==> config.mk <==
export PLATFORM = sky130hd
export DESIGN_NAME = reg_scoreboard
export DESIGN_NICKNAME = d
export VERILOG_FILES = /design/src/rtl/reg_scoreboard.sv
export SDC_FILE = /design/constraint.sdc
export NUM_CORES = 1
export LEC_CHECK = 0
export BUFFER_PORTS_ARGS = -buffer_cell sky130_fd_sc_hd__buf_2
export CORE_UTILIZATION = 50
export DETAILED_ROUTE_END_ITERATION = 10
export GPL_TIMING_DRIVEN = 0
export PLACE_DENSITY = 0.92
export SYNTH_ARGS = -nofsm -noshare
export SYNTH_HDL_FRONTEND = slang
export SYNTH_SLANG_ARGS = --single-unit
==> constraint.sdc <==
create_clock -name clk -period 8.75 [get_ports clk]
set_input_delay 0.4375 -clock clk [delete_from_list [all_inputs] [get_ports clk]]
set_output_delay 0.4375 -clock clk [all_outputs]
set_load 0.01 [all_outputs]
==> src/rtl/reg_scoreboard.sv <==
// Register scoreboard: tracks which architectural registers have a write
// still in flight, stalls issue on RAW/WAW hazards, and arbitrates the ALU
// and MEM writeback ports onto a single registered register-file write port.
module reg_scoreboard #(
  parameter int DATA_WIDTH    = 64,
  parameter int ADDRESS_WIDTH = 5,
  parameter int REGISTER_SIZE = 2**ADDRESS_WIDTH
) (
  input  logic                     clk,
  input  logic                     reset,

  // Issue side
  input  logic                     issue_valid,
  output logic                     issue_ready,
  input  logic [ADDRESS_WIDTH-1:0] issue_rs1,
  input  logic [ADDRESS_WIDTH-1:0] issue_rs2,
  input  logic [ADDRESS_WIDTH-1:0] issue_rd,
  input  logic                     issue_we,

  // Writeback requesters
  input  logic                     alu_wb_valid,
  output logic                     alu_wb_ready,
  input  logic [ADDRESS_WIDTH-1:0] alu_wb_addr,
  input  logic [DATA_WIDTH-1:0]    alu_wb_data,
  input  logic                     mem_wb_valid,
  output logic                     mem_wb_ready,
  input  logic [ADDRESS_WIDTH-1:0] mem_wb_addr,
  input  logic [DATA_WIDTH-1:0]    mem_wb_data,

  // Register-file write port
  output logic                     RegWrite,
  output logic [ADDRESS_WIDTH-1:0] wa,
  output logic [DATA_WIDTH-1:0]    wd,

  // Status
  output logic [ADDRESS_WIDTH:0]   busy_count
);

  // The busy vector spans the full index space so any index can be looked up
  // directly; indices at or above REGISTER_SIZE are simply never marked busy.
  localparam int BUSY_DEPTH = 2**ADDRESS_WIDTH;

  // Identity of the most recent writeback winner (round-robin pointer).
  localparam logic GRANT_ALU = 1'b0;
  localparam logic GRANT_MEM = 1'b1;

  logic [BUSY_DEPTH-1:0]    busy_q;
  logic [BUSY_DEPTH-1:0]    busy_d;
  logic [ADDRESS_WIDTH:0]   busy_count_d;
  logic                     last_grant_q;
  logic                     last_grant_d;

  logic                     src_hazard;
  logic                     dst_hazard;
  logic                     issue_fire;
  logic                     issue_sets_busy;

  logic                     wb_grant;
  logic [ADDRESS_WIDTH-1:0] wb_addr;
  logic [DATA_WIDTH-1:0]    wb_data;

  // An index is tracked when it is not the hardwired zero register and lies
  // inside the configured register count.
  function automatic logic is_tracked(input logic [ADDRESS_WIDTH-1:0] idx);
    return (idx != '0) && (int'(idx) < REGISTER_SIZE);
  endfunction

  // Issue hazard check against registered busy state only; a writeback granted
  // this same cycle does not unblock an issue until the following cycle.
  always_comb begin
    src_hazard  = busy_q[issue_rs1] | busy_q[issue_rs2];
    dst_hazard  = issue_we & busy_q[issue_rd];
    issue_ready = ~reset & ~src_hazard & ~dst_hazard;
  end

  // Accepted issue that claims a destination register.
  always_comb begin
    issue_fire      = issue_valid & issue_ready;
    issue_sets_busy = issue_fire & issue_we & is_tracked(issue_rd);
  end

  // Round-robin writeback arbiter: a lone requester always wins; under
  // contention the requester that did not win last time is granted.
  always_comb begin
    // NOTE: every output of a combinational block gets a default before any
    // branch, otherwise an unassigned path infers a latch.
    alu_wb_ready = 1'b0;
    mem_wb_ready = 1'b0;
    if (!reset) begin
      if (alu_wb_valid && mem_wb_valid) begin
        if (last_grant_q == GRANT_MEM) alu_wb_ready = 1'b1;
        else                           mem_wb_ready = 1'b1;
      end else begin
        alu_wb_ready = alu_wb_valid;
        mem_wb_ready = mem_wb_valid;
      end
    end
  end

  // Select the winning writeback onto the shared write path and advance the
  // round-robin pointer on every grant, contended or not.
  always_comb begin
    wb_grant     = alu_wb_ready | mem_wb_ready;
    wb_addr      = mem_wb_ready ? mem_wb_addr : alu_wb_addr;
    wb_data      = mem_wb_ready ? mem_wb_data : alu_wb_data;
    last_grant_d = last_grant_q;
    if (alu_wb_ready)      last_grant_d = GRANT_ALU;
    else if (mem_wb_ready) last_grant_d = GRANT_MEM;
  end

  // Next busy vector: the granted writeback clears its index, an accepted
  // issue sets its destination. The two never target the same index because
  // issue stalls on a busy destination, so their order here is immaterial.
  always_comb begin
    busy_d = busy_q;
    if (wb_grant)        busy_d[wb_addr]  = 1'b0;
    if (issue_sets_busy) busy_d[issue_rd] = 1'b1;
    busy_d[0] = 1'b0;
  end

  // Population count of the next busy vector, registered alongside it so the
  // published count always matches the busy state after each edge.
  always_comb begin
    busy_count_d = '0;
    for (int i = 0; i < BUSY_DEPTH; i++) begin
      busy_count_d = busy_count_d + {{ADDRESS_WIDTH{1'b0}}, busy_d[i]};
    end
  end

  // State and write-port registers. Reset drops all pending busy state and
  // any granted write that has not yet reached the register file.
  always_ff @(posedge clk) begin
    // NOTE: sequential state uses non-blocking assignments so every register
    // samples the pre-edge values regardless of statement order.
    if (reset) begin
      // NOTE: the busy vector is a small flop array, not a RAM, so resetting
      // it is cheap and required to drop in-flight hazards.
      busy_q       <= '0;
      busy_count   <= '0;
      last_grant_q <= GRANT_MEM;
      RegWrite     <= 1'b0;
      wa           <= '0;
      wd           <= '0;
    end else begin
      busy_q       <= busy_d;
      busy_count   <= busy_count_d;
      last_grant_q <= last_grant_d;
      // Index 0 is the hardwired zero register: the grant is consumed but no
      // write is presented to the register file.
      RegWrite     <= wb_grant && (wb_addr != '0);
      if (wb_grant) begin
        wa <= wb_addr;
        wd <= wb_data;
      end
    end
  end

endmodule

* Yosys cells after proc, flatten, opt, wreduce, memory -nomap -nowiden
Index checks and enable logic that the tools add are counted.
Word-level totals: register bits after elaboration 109, logic and storage cells 86
Cells by class: $add $sub $neg 30, order comparisons 6, muxes and demuxes 22, bitwise gates (word level) 14, reductions and logical operators 7
Operators by type and width (count):
- 6-bit by 1-bit adder with 6-bit output | 25
- 32-bit 2-to-1 mux | 2
- 64-bit 2-to-1 mux | 1
- 32-bit bitwise AND | 1
- 32-bit inverter | 1
- 32-bit bitwise OR | 1
- 5-bit by 6-bit < comparator with 1-bit output (second input constant) | 4
- 1-bit binary-select mux with 5-bit select | 3
- 1-bit 2-to-1 mux | 13
- 1-bit demux with 5-bit select | 2
- 5-bit by 1-bit greater-or-equal comparator with 1-bit output (second input constant) | 2
- 5-bit nonzero test | 2
- 5-bit by 1-bit adder with 6-bit output | 1
- 1-bit bitwise AND | 6
- 4-bit by 1-bit adder with 5-bit output | 1
- 5-bit 2-to-1 mux | 1
- 3-bit by 1-bit adder with 4-bit output | 1
- 1-bit logical AND | 4
- 2-bit by 1-bit adder with 3-bit output | 1
- 1-bit inverter | 3
- 1-bit by 1-bit adder with 2-bit output | 1
- 1-bit bitwise OR | 2
- 2-bit nonzero test | 1

* Depth between registers and ports, before layout
depth in word-level cells 43, gate-level depth with buffers 23, mapped depth without buffers 22

* Worst setup path after synthesis
No wires, ideal clock.
path type input port to flip-flop, start point input issue_rd[0], end point register busy_count[4], arrival time 7024 ps, data required time 8622 ps, path slack 1598 ps, stages 22, path buffers 1, cell sequence clkbuf_1 mux4_2 a22o_1 a221o_1 nor4_4 nand4_2 o22a_1 fa_1 inv_1 fa_1 fa_1 fa_1 inv_1 fa_1 fa_1 fa_1 inv_1 fa_1 a21o_1 a21oi_1 xor2_1 nor2_1
Between the ends: word-level cells in the longest chain between the ends 39, elaborated cells on any way between the ends 46
Ends and longest elaborated chain:
- start: declaration | line 17 | input logic [ADDRESS_WIDTH-1:0] issue_rd,
- 1-bit binary-select mux with 5-bit select | line 72 | dst_hazard = issue_we & busy_q[issue_rd];
- 1-bit 2-to-1 mux (not written as such) | line 72
- 1-bit bitwise AND | line 72
- 1-bit inverter | line 73 | issue_ready = ~reset & ~src_hazard & ~dst_hazard;
- 1-bit bitwise AND | line 73
- 1-bit bitwise AND | line 78 | issue_fire = issue_valid & issue_ready;
- 1-bit bitwise AND (2 in series) | line 79 | issue_sets_busy = issue_fire & issue_we & is_tracked(issue_rd);
- 32-bit 2-to-1 mux * | line 117 | if (issue_sets_busy) busy_d[issue_rd] = 1'b1;
- 1-bit by 1-bit adder with 2-bit output | line 126 | busy_count_d = busy_count_d + {{ADDRESS_WIDTH{1'b0}}, busy_d[i]};
- 2-bit by 1-bit adder with 3-bit output | line 126
- 3-bit by 1-bit adder with 4-bit output | line 126
- 4-bit by 1-bit adder with 5-bit output | line 126
- 5-bit by 1-bit adder with 6-bit output | line 126
- 6-bit by 1-bit adder with 6-bit output (24 in series) | line 126
- 6-bit by 1-bit adder with 6-bit output * | line 126
- end signal: assignment | line 146 | busy_count <= busy_count_d;
- end: declaration | line 36 | output logic [ADDRESS_WIDTH:0] busy_count
Every way passes the cells marked *; elsewhere a longest branch is shown, timed or not. The select of a mux whose other input is x is not followed. A chain may end at the register's enable or synchronous reset.

* Worst setup path in the final report
start point register busy_q[20], end point register busy_count[4]
Between the ends: word-level cells in the longest chain between the ends 40, elaborated cells on any way between the ends 49
Ends and longest elaborated chain:
- start: declaration | line 47 | logic [BUSY_DEPTH-1:0] busy_q;
- start signal: assignment | line 145 | busy_q <= busy_d;
- 1-bit binary-select mux with 5-bit select | line 71 | src_hazard = busy_q[issue_rs1] | busy_q[issue_rs2];
- 1-bit 2-to-1 mux (not written as such) | line 71
- 1-bit bitwise OR | line 71
- 1-bit inverter | line 73
- 1-bit bitwise AND (2 in series) | line 73
- 1-bit bitwise AND | line 78
- 1-bit bitwise AND (2 in series) | line 79
- 32-bit 2-to-1 mux * | line 117
- 1-bit by 1-bit adder with 2-bit output | line 126
- 2-bit by 1-bit adder with 3-bit output | line 126
- 3-bit by 1-bit adder with 4-bit output | line 126
- 4-bit by 1-bit adder with 5-bit output | line 126
- 5-bit by 1-bit adder with 6-bit output | line 126
- 6-bit by 1-bit adder with 6-bit output (24 in series) | line 126
- 6-bit by 1-bit adder with 6-bit output * | line 126
Marked as above.

==> impl_metrics.yaml <==
run_status:
  outcome: "finished clean"
clocking:
  clock-sinks: 108
  numCtsBuffers: 9
  root_buffer: "clkbuf_16"
  cts_tree: "built"
  cts_resized: 0
  clkSlewWorstSetupHoldPaths_ps: 80
  clock_latency_ps: 360
  htreeDepth: 3
  post_cts.repair.setup_buffers: 0
  cts_hold_buf: 0
  cts.path.max_buffers: 2
global_route:
  grt_pass1_wl_mm: 32.3
  antenna_found_initial: 0
  grt_remaining_overflow: 0
  grt_usage: 0.325
  grt_max_degree: 20
  grt_pass1_vias: 6217
layout:
  diodes: 0
  drive_gt1_frac: 0.299
  fin_util: 0.655
  nNetsFinal: 1134
  area_growth_pct: 26.8
worst_setup_path:
  critPathMaxFanout: 8
  cp-start-kind: "register"
  cp.required_ps: 8970
  arrival_ps: 8020
  worstSetupPathType: "register to register"
  end_kind: "register"
timing:
  worst_pin_slew_ps: 851
  worst_hold_slack_ps: 349
  rsz0062_at_grt: "false"
  timing_hold_violations_final: 0
  slew_headroom: 0.432
  setup_ws_ps: 948
  clock.fmax_mhz: 128
  finalSetupTns_ps: 0
  fin_worst_skew_ps: 8.09
  drv_slew: 0
  fin_crit_ps: 7800
  period_share: 0.892
  finalSetupViolCount: 0
yosys:
  ys_ff_latch: 108
  netlist_area_mm2: 0.00626
  async_flop_share: 0
  synth.avg_cell_area_um2: 8.89
  synth-edff-count: 0
  synthCells: 704
  synth_ff_type: "dfxtp_1"
  yosysSeqAreaShare: 0.346
  syn-num-nets: 893
  ys_warn_count: 0
  synth_cell_types: 68
floorplan:
  die-area_mm2: 0.0130
  dieWidth_um: 114
  ios: 238
  fp.dieH_um: 114
  core_mm2: 0.0121
  initial_core_util: 0.517
  row_count: 40
place:
  routabilityCongestion: 0.959
  hpwl_mm: 16.7
  place_ws_ps: 800
  numPortBuffers: 230
pwr:
  p_int_w: 0.000838
  p_sw_w: 0.000339
  p_sw_frac: 0.288
  pwr-share-comb: 0.183
  totalPowerFinal_w: 0.00118
  p_leak_nw: 3.47
  pwr-share-seq: 0.450
  p_per_area_mw_per_mm2: 148
  ir_drop_v: 0.000121
  p_clk_frac: 0.367
min_path:
  hp-class: "input pin to register"
run:
  maxCapViolations: 0
route:
  ant_nets: 0
  wirelength_mm: 21.1
  drt_iter0_drc: 597
  drcViolationCount: 0
  wl_per_cell_um: 18.9
  first_pass_iters: 6
  vias: 6684
  viasPerCell: 5.98
[path summary, 6_finish.rpt]
kind	startpoint	endpoint	slack [ps]	depth (start not counted)
setup / recovery	busy_q[20]	busy_count[4]	950	21
hold / removal	alu_wb_data[20]	wd[20]	350	3
setup reg to reg	busy_q[20]	busy_count[4]	950	21
hold reg to reg	wd[3]	wd[3]	450	2
[cells in the mapped netlist, drive strengths merged (10+ instances only)]
| cell type | n | area, um2 |
|---|---|---|
| dfxtp | 108 | 2160 |
| nand2 | 87 | 327 |
| a21oi | 75 | 375 |
| a22oi | 65 | 488 |
| clkbuf | 43 | 161 |
| o21ai | 42 | 218 |
| inv | 39 | 146 |
| fa | 23 | 460 |
| mux2i | 23 | 230 |
| nor2 | 22 | 82.6 |
| o22ai | 20 | 144 |
| mux4 | 13 | 293 |
| o21a | 11 | 82.6 |
| nand3 | 10 | 50.1 |
[worst max-delay path, cell delays in order, from the launching register on]
cell	delay [ps]
dfxtp_1	360
mux4_2	490
a221o_1	360
a221o_1	390
nor4_4	590
nand4_2	450
o22a_1	370
fa_1	570
inv_1	70
fa_1	520
fa_1	520
fa_1	580
inv_1	60
fa_1	490
fa_1	590
fa_1	220
inv_1	70
fa_1	410
a21o_1	180
a21oi_1	160
xor2_1	160
nor2_1	50
[power groups by stage]
stage / clock, W / combinational (W) / sequential [W]
4_1_cts: 0.000436 / 0.000212 / 0.000529
6_report: 0.000433 / 0.000215 / 0.000530
3_5_place_dp: 0 / 0.000211 / 0.000540
5_1_grt: 0.000459 / 0.000233 / 0.000533
3_3_place_gp: 0 / 0.000208 / 0.000539
2_1_floorplan: 0 / 0.000101 / 0.000552
[sequential cells by signal, indices dropped and copies added (netlist names)]
| name | cells |
|---|---|
| busy_q | 31 |
| busy_count | 6 |
| wa | 5 |
| RegWrite | 1 |
| last_grant_q | 1 |
| wd | 64 |
[placed cells by master, fill, tap and decap left out, drive strengths merged, types with 4 or more instances in the layout]
master  count
ha          7
mux4       13
o22a        7
o22ai      20
o21a       11
nand3      10
fa         23
nand2      87
nand4       5
dfxtp     108
mux2i      23
buf       238
inv        42
a21o        4
nand2b      7
a21oi      75
nor3b       4
clkbuf     53
o21ai      42
nor2       22
and2        5
nor2b       7
o32ai       8
a221o       4
nor3        6
a22oi      65
[through the flow]
stage / instance area [um2] / instances
2_1_floorplan: 6260 / 704
3_3_place_gp: 7620 / 1102
3_5_place_dp: 7620 / 1102
4_1_cts: 7930 / 1118
5_1_grt: 7930 / 1118
6_report: 7930 / 1118
[cells by family after synthesis]
kind of cell               count (synthesis)  synth area share
AOI/OAI and AO/OA                        261             0.279
and+or+nand+nor                          171             0.135
DFF                                      108             0.346
buffers and inverters                     92            0.0596
muxes                                     39            0.0890
adders and majority gates                 30            0.0876
xor gates and xnor gates                   3           0.00420
[routing by layer]
metal | vias up | GRT usage | part of all wire
li1 | 3071 | - | -
met1 | 3118 | 0.421 | 0.39
met2 | 420 | 0.528 | 0.48
met3 | 75 | 0.0600 | 0.095
met4 | 0 | 0.152 | 0.039
met5 | - | 0 | 0
[area by class of cell]
| type | count | area (um2) |
|---|---|---|
| fill | 1036 | 4180 |
| multi-input combinational | 504 | 3720 |
| sequential | 108 | 2160 |
| timing repair buffer | 230 | 1150 |
| clock buffer | 10 | 239 |
| buffer | 51 | 219 |
| tap | 168 | 210 |
| inverter | 41 | 154 |
| clock inverter | 6 | 77.6 |
(Power assumes the default switching activity.)
